File: src/rtl/seven_seg_pkg.sv
// seven_seg_pkg: scan states, segment constants and hex decode
// table shared by the multiplexed 7-segment scan controller.
package seven_seg_pkg;

  typedef enum logic {
    S_BLANK,
    S_SHOW
  } state_t;

  // all segments dark (segments are active-low)
  localparam logic [6:0] SEG_OFF = 7'h7F;

  // {g,f,e,d,c,b,a}, active-low, indexed by hex nibble
  localparam logic [6:0] SEG_TABLE [16] = '{
    7'h40, 7'h79, 7'h24, 7'h30,
    7'h19, 7'h12, 7'h02, 7'h78,
    7'h00, 7'h10, 7'h08, 7'h03,
    7'h46, 7'h21, 7'h06, 7'h0E
  };

  function automatic logic [6:0] hex_to_seg(
    input logic [3:0] nib
  );
    return SEG_TABLE[nib];
  endfunction

endpackage

File: src/rtl/seven_seg_hex_decoder.sv
// seven_seg_hex_decoder: combinational nibble to
// active-low segment pattern lookup.
module seven_seg_hex_decoder
  import seven_seg_pkg::*;
(
  input  logic [3:0] nibble,
  output logic [6:0] seg
);

  // table lookup, no state
  always_comb begin
    seg = hex_to_seg(nibble);
  end

endmodule

File: src/rtl/seven_seg_scan_controller.sv
// seven_seg_scan_controller: blanked, tear-free digit scan.
// Optional SEVEN_SEG_LEADING_ZERO_BLANK_EN darks leading zeros.
module seven_seg_scan_controller
  import seven_seg_pkg::*;
#(
  parameter int NUM_DIGITS   = 2,
  parameter int SCAN_DIV     = 50000,
  parameter int BLANK_CYCLES = 16
) (
  input  logic                    i_clk,
  input  logic                    i_rst,
  input  logic                    i_enable,
  input  logic [4*NUM_DIGITS-1:0] i_value,
  input  logic                    i_load,
  output logic                    o_busy,
  output logic [6:0]              o_digitalTube,
  output logic [NUM_DIGITS-1:0]   o_sel,
  output logic                    o_frame
);

  localparam int DW = 4 * NUM_DIGITS;
  localparam int IW =
    (NUM_DIGITS > 1) ? $clog2(NUM_DIGITS) : 1;
  localparam int CMAX_A =
    (SCAN_DIV > BLANK_CYCLES) ? SCAN_DIV : BLANK_CYCLES;
  localparam int CMAX = (CMAX_A > 2) ? CMAX_A : 2;
  localparam int CW = $clog2(CMAX);

  localparam logic [CW-1:0] SHOW_LAST =
    CW'(SCAN_DIV - 1);
  localparam logic [CW-1:0] BLANK_LAST =
    CW'((BLANK_CYCLES > 0) ? BLANK_CYCLES - 1 : 0);
  localparam logic [IW-1:0] IDX_LAST =
    IW'(NUM_DIGITS - 1);
  localparam bit NO_BLANK = (BLANK_CYCLES == 0);

  state_t          state;
  state_t          state_nx;
  logic [CW-1:0]   cnt;
  logic [CW-1:0]   cnt_nx;
  logic [IW-1:0]   idx;
  logic [IW-1:0]   idx_nx;
  logic            wrap;

  logic [DW-1:0]   display_reg;
  logic [DW-1:0]   disp_nx;
  logic [DW-1:0]   shadow;
  logic [DW-1:0]   shadow_nx;
  logic            pending;
  logic            pending_nx;
  logic            commit;

  logic [3:0]      nib;
  logic [6:0]      dec_seg;
  logic            lead_blank;
  logic [6:0]      seg_nx;
  logic [NUM_DIGITS-1:0] sel_nx;

  // next scan position; wrap flags the last lit
  // cycle of the final digit (frame end)
  always_comb begin
    state_nx = state;
    cnt_nx   = cnt;
    idx_nx   = idx;
    wrap     = 1'b0;
    if (!i_enable) begin
      state_nx = S_BLANK;
      cnt_nx   = '0;
      idx_nx   = '0;
    end else begin
      unique case (state)
        S_BLANK: begin
          if (NO_BLANK || cnt == BLANK_LAST) begin
            state_nx = S_SHOW;
            cnt_nx   = '0;
          end else begin
            cnt_nx = cnt + 1'b1;
          end
        end
        S_SHOW: begin
          if (cnt == SHOW_LAST) begin
            cnt_nx   = '0;
            state_nx = NO_BLANK ? S_SHOW : S_BLANK;
            if (idx == IDX_LAST) begin
              idx_nx = '0;
              wrap   = 1'b1;
            end else begin
              idx_nx = idx + 1'b1;
            end
          end else begin
            cnt_nx = cnt + 1'b1;
          end
        end
      endcase
    end
  end

  // commit at frame end, or at once while disabled;
  // a load in the same cycle lands in shadow
  always_comb begin
    commit     = i_enable ? wrap : 1'b1;
    disp_nx    = (commit && pending) ? shadow
                                     : display_reg;
    shadow_nx  = i_load ? i_value : shadow;
    pending_nx = i_load || (pending && !commit);
  end

  // nibble of the digit that is lit next cycle
  always_comb begin
    nib = 4'h0;
    for (int k = 0; k < NUM_DIGITS; k++) begin
      if (idx_nx == IW'(k)) begin
        nib = disp_nx[4*k +: 4];
      end
    end
  end

  seven_seg_hex_decoder u_dec (
    .nibble (nib),
    .seg    (dec_seg)
  );

`ifdef SEVEN_SEG_LEADING_ZERO_BLANK_EN
  logic [IW-1:0] msd;

  // digits above the top nonzero nibble stay dark;
  // digit 0 is never above msd so "0" still shows
  always_comb begin
    msd = '0;
    for (int k = 0; k < NUM_DIGITS; k++) begin
      if (disp_nx[4*k +: 4] != 4'h0) begin
        msd = IW'(k);
      end
    end
    lead_blank = (idx_nx > msd);
  end
`else
  assign lead_blank = 1'b0;
`endif

  // outputs are computed from the next position so
  // the registered pins line up with the FSM state
  always_comb begin
    seg_nx = SEG_OFF;
    sel_nx = '1;
    if (state_nx == S_SHOW) begin
      seg_nx = lead_blank ? SEG_OFF : dec_seg;
      for (int k = 0; k < NUM_DIGITS; k++) begin
        if (idx_nx == IW'(k)) begin
          sel_nx[k] = 1'b0;
        end
      end
    end
  end

  // scan position registers
  always_ff @(posedge i_clk or posedge i_rst) begin
    if (i_rst) begin
      state <= S_BLANK;
      cnt   <= '0;
      idx   <= '0;
    end else begin
      state <= state_nx;
      cnt   <= cnt_nx;
      idx   <= idx_nx;
    end
  end

  // value registers: shadow, pending flag, display
  always_ff @(posedge i_clk or posedge i_rst) begin
    if (i_rst) begin
      display_reg <= '0;
      shadow      <= '0;
      pending     <= 1'b0;
    end else begin
      display_reg <= disp_nx;
      shadow      <= shadow_nx;
      pending     <= pending_nx;
    end
  end

  // registered output pins
  always_ff @(posedge i_clk or posedge i_rst) begin
    if (i_rst) begin
      o_digitalTube <= SEG_OFF;
      o_sel         <= '1;
      o_busy        <= 1'b0;
      o_frame       <= 1'b0;
    end else begin
      o_digitalTube <= seg_nx;
      o_sel         <= sel_nx;
      o_busy        <= pending_nx;
      o_frame       <= wrap;
    end
  end

endmodule
File: config.mk
export PLATFORM = sky130hd
export DESIGN_NAME = seven_seg_scan_controller
export DESIGN_NICKNAME = d
export VERILOG_FILES = /design/src/rtl/seven_seg_pkg.sv /design/src/rtl/seven_seg_hex_decoder.sv /design/src/rtl/seven_seg_scan_controller.sv
export SDC_FILE = /design/constraint.sdc
export NUM_CORES = 1
export LEC_CHECK = 0
export CAP_MARGIN = 30
export CORE_ASPECT_RATIO = 0.9
export CORE_MARGIN = 3
export CORE_UTILIZATION = 52
export CTS_CLUSTER_DIAMETER = 200
export CTS_CLUSTER_SIZE = 20
export DETAILED_ROUTE_END_ITERATION = 8
export DONT_BUFFER_PORTS = 1
export HOLD_SLACK_MARGIN = 0.03
export PLACE_DENSITY = 0.81
export SLEW_MARGIN = 20
export SYNTH_ARGS = -nofsm -noshare
export SYNTH_HDL_FRONTEND = slang
export SYNTH_SLANG_ARGS = --single-unit
File: constraint.sdc
create_clock -name i_clk -period 2.9 [get_ports i_clk]
set_clock_uncertainty 0.1 [all_clocks]
set_input_delay 0.29 -clock i_clk [delete_from_list [all_inputs] [get_ports i_clk]]
set_output_delay 0.29 -clock i_clk [all_outputs]
set_load 0.05 [all_outputs]
==> impl_metrics.env, run 1 <==
export IMPL_row_count=21
export IMPL_h_tree_depth=2
export IMPL_fmax_mhz=351
export IMPL_synth_commonest_cells="36 x dfrtp_1, 25 x nand2_1, 19 x nor2_1"
export IMPL_setup_violations_final=0
export IMPL_ys_warn_count=0
export IMPL_grt_use_total_pct=18.7
export IMPL_min_from="i_value[5]"
export IMPL_clock_latency_ns=0.30
export IMPL_pwr_share_comb_pct=19.3
export IMPL_synthCells=203
export IMPL_coreArea_sq_um=3920
export IMPL_p_seq_share_pct=52.4
export IMPL_maxSlewViolCount=0
export IMPL_synth_seq_area_share_pct=51.1
export IMPL_min_to="shadow[5]"
export IMPL_hold_depth=1
export IMPL_tns_ns=0
export IMPL_synth_avg_cell_area_sq_um=11.0
export IMPL_initial_core_util_pct=56.8
export IMPL_max_slew_margin_pct=50.7
export IMPL_synth_top_family_by_area="simple AND/OR/NAND/NOR gates"
export IMPL_yosys_area_share_simple_pct=16.4
export IMPL_largest_reg_flops=16
export IMPL_synth_seq_cells=45
export IMPL_min_period_over_period_pct=98.3
export IMPL_ys_flop_type="dfrtp_1"
export IMPL_rr_endpoint="o_digitalTube[3]"
export IMPL_synthAdderAreaFrac_pct=4.50
export IMPL_first_pass_iters=4
export IMPL_total_power_mw=1.31
export IMPL_port_buffers=0
export IMPL_seq_area_sq_um=1140
export IMPL_synth_distinct_cells=40
export IMPL_finalHoldViolations=0
export IMPL_path_clk_slew_ns=0.08
export IMPL_final_nets=261
export IMPL_crit_required_ns=3.02
export IMPL_drtIter0Drc=95
export IMPL_cts_buffers_inserted=5
export IMPL_max_stage_delay_ns=0.37
export IMPL_p_switching_uw=361
export IMPL_synth_compound_area_share_pct=8.83
export IMPL_gp_congestion=0.864
export IMPL_ant_nets=0
export IMPL_area_delta_synth_final_pct=23.2
export IMPL_final_min_clock_period_ns=2.85
export IMPL_intPower_uw=949
export IMPL_cp_slowest_cell="dfrtp_1"
export IMPL_ios=23
export IMPL_dieWidth_microns=74.9
export IMPL_cts_tree="done"
export IMPL_num_antenna_cells=0
export IMPL_reg2reg_from="cnt[0]"
export IMPL_drcViolationCount=0
export IMPL_p_clk_share_pct=28.2
export IMPL_grt_pass1_vias=1481
export IMPL_path_class="reg -> reg"
export IMPL_clock_sinks=45
export IMPL_synth_nets=223
export IMPL_finalWorstSetupSlack_ns=0.0486
export IMPL_p_sw_share_pct=27.5
export IMPL_synth_most_common_cell="dfrtp_1"
export IMPL_crit_chain="ha_2 > and3_4 > nand3_2 > nor3_4 > ha_1 > mux2_4 > nand2_4 > mux2i_4 > inv_2 > ha_1 > inv_1 > o211ai_1 > o211ai_1"
export IMPL_synth_top_area_share_pct=40.5
export IMPL_cp_arrival_ns=2.97
export IMPL_wl_mm=4.35
export IMPL_cp_end_kind="flip-flop"
export IMPL_cp_max_fo=7
export IMPL_dieArea_sq_um=5100
export IMPL_nFillCells=259
export IMPL_reg2regPathDepth=13
export IMPL_worst_pin_slew_ns=0.735
export IMPL_rsz0062_at_grt="true"
export IMPL_rrSetupSlack_ns=0.05
export IMPL_num_vias=1570
export IMPL_synth_xor_area_share_pct=5.51
export IMPL_synthTopCellsByArea="dfrtp_1 40%, dfstp_2 11%, mux2_2 5.6%"
export IMPL_globalRouteOverflowTotal=0
export IMPL_cts_buffer_depth=2
export IMPL_grt_max_degree=25
export IMPL_p_leak_nw=1.27
export IMPL_status="complete, no violations"
export IMPL_yosys_area_top_type="dfrtp_1"
export IMPL_syn_area_sq_um=2220
export IMPL_dpl_hpwl_mm=2.87
export IMPL_grt_pass1_wl_mm=7.11
export IMPL_synth_edf_count=0
export IMPL_startpoint_type="flip-flop"
export IMPL_muxShareOfSynthArea_pct=9.17
export IMPL_die_h_microns=68.1
export IMPL_hp_class="in -> reg"
export IMPL_antenna_found_initial=0
export IMPL_powerDensity_nw_per_um2=478
export IMPL_cts_root_buffer="clkbuf_8"
export IMPL_synthArstFlopShare_pct=100
export IMPL_avgViaCountPerCell=5.45
export IMPL_multi_input_area_sq_um=1120
export IMPL_post_place_ws_ns=-0.109
export IMPL_drive_above_1_share_pct=36.8
export IMPL_peakVddDrop_mv=0.364
export IMPL_cap_violations=0
export IMPL_wl_per_cell_microns=15.1
-- logic make-up (layout without fill, tap and decap cells) --
logic type	after synthesis	count (layout)
DFF	45	45
adders and majority gates	8	8
xor gates and xnor gates	14	14
muxes	19	19
AOI/OAI and AO/OA	22	23
buffers and inverters	20	58
and+or+nand+nor	75	75
-- layout make-up --
class	count	area share, %
repair buffers	36	10.5
well taps	46	2.10
clock inverters	2	0.365
flip-flops and latches	45	41.5
clock buffers	6	2.65
multi-input cells	139	41.0
inverters	14	1.92
-- placed cells by master, fill, tap and decap left out, types with 5 or more instances in the layout --
cell,count
inv_1,10
dfrtp_1,36
dfstp_2,9
nor2_1,18
nand2_1,24
buf_4,30
nand3_1,7
dlygate4sd3_1,5
xnor2_1,6
o211ai_1,5
clkbuf_8,5
xor2_1,8
mux2_2,9
-- worst max-delay path: cells and delay by family, from the launching register on --
family                     cells  cell delay, ns
AOI/OAI and AO/OA              2            0.26
adders and majority gates      3            0.77
buffers and inverters          2            0.13
DFF                            1            0.37
muxes                          2            0.59
and+or+nand+nor                4            0.55
-- repair_timing --
item,in CTS,in global routing
endpoints found under the setup margin,6,25
buffers inserted,8,5
gates cloned,0,1
hold buffers,2,3
hold endpoints to repair,15,3
pin swaps,6,8
gates resized for setup,12,13
-- power by group through the flow --
stage               registers [mW]  clock network (mW)  logic [mW]
finish                       0.687               0.370       0.253
global route                 0.692               0.414       0.283
CTS                          0.684               0.377       0.224
detailed placement           0.694                   0       0.211
global placement             0.691                   0       0.204
floorplan                    0.690                   0       0.168
-- how the worst max path moves through the flow --
stage                 start                to  slack [ns]  cells after the start
finish               cnt[0]  o_digitalTube[3]        0.05                     13
global route         cnt[0]  o_digitalTube[3]       -0.08                     13
CTS                  cnt[4]  o_digitalTube[3]      0.0003                     12
detailed placement   cnt[0]  o_digitalTube[6]       -0.11                     12
global placement    cnt[13]  o_digitalTube[5]       -0.05                     12
floorplan            cnt[0]  o_digitalTube[3]        0.06                     12
-- layer usage --
metal	track usage [%]	vias to the layer above	wire length, microns
met3	4.55	10	175
met5	0	-	0
met1	26.6	749	2140
met4	7.33	0	92
li1	-	770	-
met2	27.4	41	1950
-- stage by stage --
step                cell area [sq um]  cells  util (%)  hold slack (ns)
global route                     2740    288      70.0           0.0324
finish                           2740    288      70.0           0.0424
detailed placement               2390    261      61.1            0.151
floorplan                        2240    203         -            0.325
CTS                              2600    279      66.4           0.0361
global placement                 2390    261      61.1            0.141
Note: power is estimated with default switching activity, not from simulation.
==> inputs of run 2 (changes only) <==
--- a/config.mk
+++ b/config.mk
@@ -8,13 +8,13 @@
 export CAP_MARGIN = 30
 export CORE_ASPECT_RATIO = 0.9
 export CORE_MARGIN = 3
-export CORE_UTILIZATION = 52
+export CORE_UTILIZATION = 50
 export CTS_CLUSTER_DIAMETER = 200
 export CTS_CLUSTER_SIZE = 20
 export DETAILED_ROUTE_END_ITERATION = 8
-export DONT_BUFFER_PORTS = 1
 export HOLD_SLACK_MARGIN = 0.03
-export PLACE_DENSITY = 0.81
+export PLACE_DENSITY = 0.85
+export SKIP_CTS_REPAIR_TIMING = 1
 export SLEW_MARGIN = 20
 export SYNTH_ARGS = -nofsm -noshare
 export SYNTH_HDL_FRONTEND = slang
==> run 2 against run 1 <==
Compared with the run above: the run now ends with negative setup slack left; die area increased by 3.7%; sequential share of layout area decreased by 4.5 points; non-clock buffer count increased by 17; wire length is 7.7% higher; first-iteration DRC count is 2.1% lower; maximum frequency fell by 4.9%; hold slack improved by 0.28 ns; via count is 5.4% higher; power up 21%; critical path type unchanged; largest cell class is now multi-input gates; highest routed layer unchanged.
==> impl_metrics.env, run 2 (same netlist as run 1, synthesis figures left out) <==
export IMPL_coreArea_sq_um=4180
export IMPL_final_min_clock_period_ns=3.00
export IMPL_h_tree_depth=2
export IMPL_status="finished with violations"
export IMPL_max_slew_margin_pct=63.6
export IMPL_reg2regPathDepth=12
export IMPL_cts_root_buffer="clkbuf_8"
export IMPL_clock_sinks=45
export IMPL_first_pass_iters=4
export IMPL_p_leak_nw=1.39
export IMPL_grt_pass1_wl_mm=6.76
export IMPL_drtIter0Drc=93
export IMPL_cp_slowest_cell="dfrtp_1"
export IMPL_port_buffers=22
export IMPL_setup_violations_final=5
export IMPL_powerDensity_nw_per_um2=516
export IMPL_cp_arrival_ns=3.12
export IMPL_drcViolationCount=0
export IMPL_crit_chain="ha_2 > and3_4 > nand3_4 > nor3_4 > ha_4 > mux2_4 > nand2_4 > mux2i_4 > buf_4 > buf_4 > mux2_2 > o221ai_2"
export IMPL_globalRouteOverflowTotal=0
export IMPL_initial_core_util_pct=53.2
export IMPL_p_switching_uw=405
export IMPL_dieWidth_microns=76.3
export IMPL_clock_latency_ns=0.30
export IMPL_grt_pass1_vias=1509
export IMPL_finalHoldViolations=0
export IMPL_p_seq_share_pct=43.2
export IMPL_largest_reg_flops=16
export IMPL_drive_above_1_share_pct=37.6
export IMPL_final_nets=277
export IMPL_cap_violations=0
export IMPL_antenna_found_initial=0
export IMPL_rrSetupSlack_ns=-0.1
export IMPL_violations="negative setup slack"
export IMPL_ant_nets=0
export IMPL_die_h_microns=69.3
export IMPL_cp_max_fo=6
export IMPL_reg2reg_from="cnt[0]"
export IMPL_finalWorstSetupSlack_ns=-0.0974
export IMPL_num_antenna_cells=0
export IMPL_maxSlewViolCount=0
export IMPL_max_stage_delay_ns=0.37
export IMPL_path_clk_slew_ns=0.09
export IMPL_grt_use_total_pct=15.8
export IMPL_crit_top_cell="buf_4"
export IMPL_cts_buffers_inserted=5
export IMPL_most_common_layout_cells="36 x dfrtp_1, 28 x buf_4, 24 x nand2_1, 22 x clkdlybuf4s50_1, 18 x nor2_1"
export IMPL_ios=23
export IMPL_wl_mm=4.69
export IMPL_startpoint_type="flip-flop"
export IMPL_p_sw_share_pct=25.5
export IMPL_path_class="reg -> reg"
export IMPL_final_common_cell="dfrtp_1"
export IMPL_min_period_over_period_pct=103
export IMPL_pwr_share_comb_pct=21.9
export IMPL_peakVddDrop_mv=0.341
export IMPL_cts_tree="done"
export IMPL_gp_congestion=0.873
export IMPL_fin_util_pct=73.4
export IMPL_hp_class="in -> async"
export IMPL_row_count=22
export IMPL_worst_pin_slew_ns=0.546
export IMPL_cp_end_kind="flip-flop"
export IMPL_num_vias=1654
export IMPL_p_clk_share_pct=34.9
export IMPL_avgViaCountPerCell=5.20
export IMPL_whs_ns=0.324
export IMPL_crit_required_ns=3.02
export IMPL_tns_ns=-0.264
export IMPL_grt_max_degree=46
export IMPL_rsz0062_at_grt="true"
export IMPL_fmax_mhz=334
export IMPL_dieArea_sq_um=5290
export IMPL_dpl_hpwl_mm=2.88
export IMPL_cts_buffer_depth=2
export IMPL_rr_endpoint="o_digitalTube[1]"
export IMPL_intPower_mw=1.18
export IMPL_area_delta_synth_final_pct=38.1
export IMPL_wl_per_cell_microns=14.7
run 2: power groups by stage:
stage | Combinational (mW) | Clock [mW] | Sequential [mW]
global placement | 0.230 | 0 | 0.692
global route | 0.375 | 0.593 | 0.689
detailed placement | 0.240 | 0 | 0.694
CTS | 0.241 | 0.561 | 0.681
floorplan | 0.168 | 0 | 0.690
finish | 0.348 | 0.554 | 0.684
run 2: stage by stage:
| step | instance area [sq um] | std cells | setup slack, ns | power, mW |
|---|---|---|---|---|
| after global routing | 3070 | 318 | -0.238 | 1.66 |
| after global placement | 2640 | 298 | 0.000353 | 0.921 |
| after floorplan | 2240 | 203 | 0.0590 | 0.859 |
| final | 3070 | 318 | -0.0974 | 1.59 |
| after CTS | 2770 | 306 | -0.161 | 1.48 |
| after detailed placement | 2640 | 298 | -0.117 | 0.933 |
run 2: critical path: cells and delay by family, from the launching register on:
kind / cells / cell delay [ns]
AOI/OAI and AO/OA: 1 / 0.16
buffers and inverters: 2 / 0.25
adders and majority gates: 2 / 0.43
DFF: 1 / 0.37
and+or+nand+nor: 4 / 0.68
muxes: 3 / 0.93
run 2: worst max-delay path by stage:
stage                       from                to  slack [ns]  depth (start not counted)
after global routing      cnt[4]  o_digitalTube[3]       -0.24                         11
after floorplan           cnt[0]  o_digitalTube[3]        0.06                         12
after global placement    cnt[0]  o_digitalTube[4]      0.0004                         13
after CTS                 cnt[0]  o_digitalTube[3]       -0.16                         13
after detailed placement  cnt[0]  o_digitalTube[3]       -0.12                         13
final                     cnt[0]  o_digitalTube[1]        -0.1                         12
run 2: cell type report:
type	count	area, sq um
Fill cell	271	1110
Clock buffer	5	68.8
Tap cell	60	75.1
Sequential cell	45	1140
Timing Repair Buffer	53	464
Clock inverter	3	65.1
Multi-Input combinational cell	138	1210
Inverter	14	52.6
run 2: layer usage:
| metal | up-vias | GRT usage (%) | wire length (microns) | share of wire [%] |
|---|---|---|---|---|
| li1 | 800 | - | - | - |
| met1 | 813 | 21.0 | 2170 | 46 |
| met2 | 32 | 25.2 | 2300 | 49 |
| met3 | 9 | 3.25 | 123 | 2.6 |
| met4 | 0 | 6.84 | 96 | 2.0 |
| met5 | - | 0 | 0 | 0 |
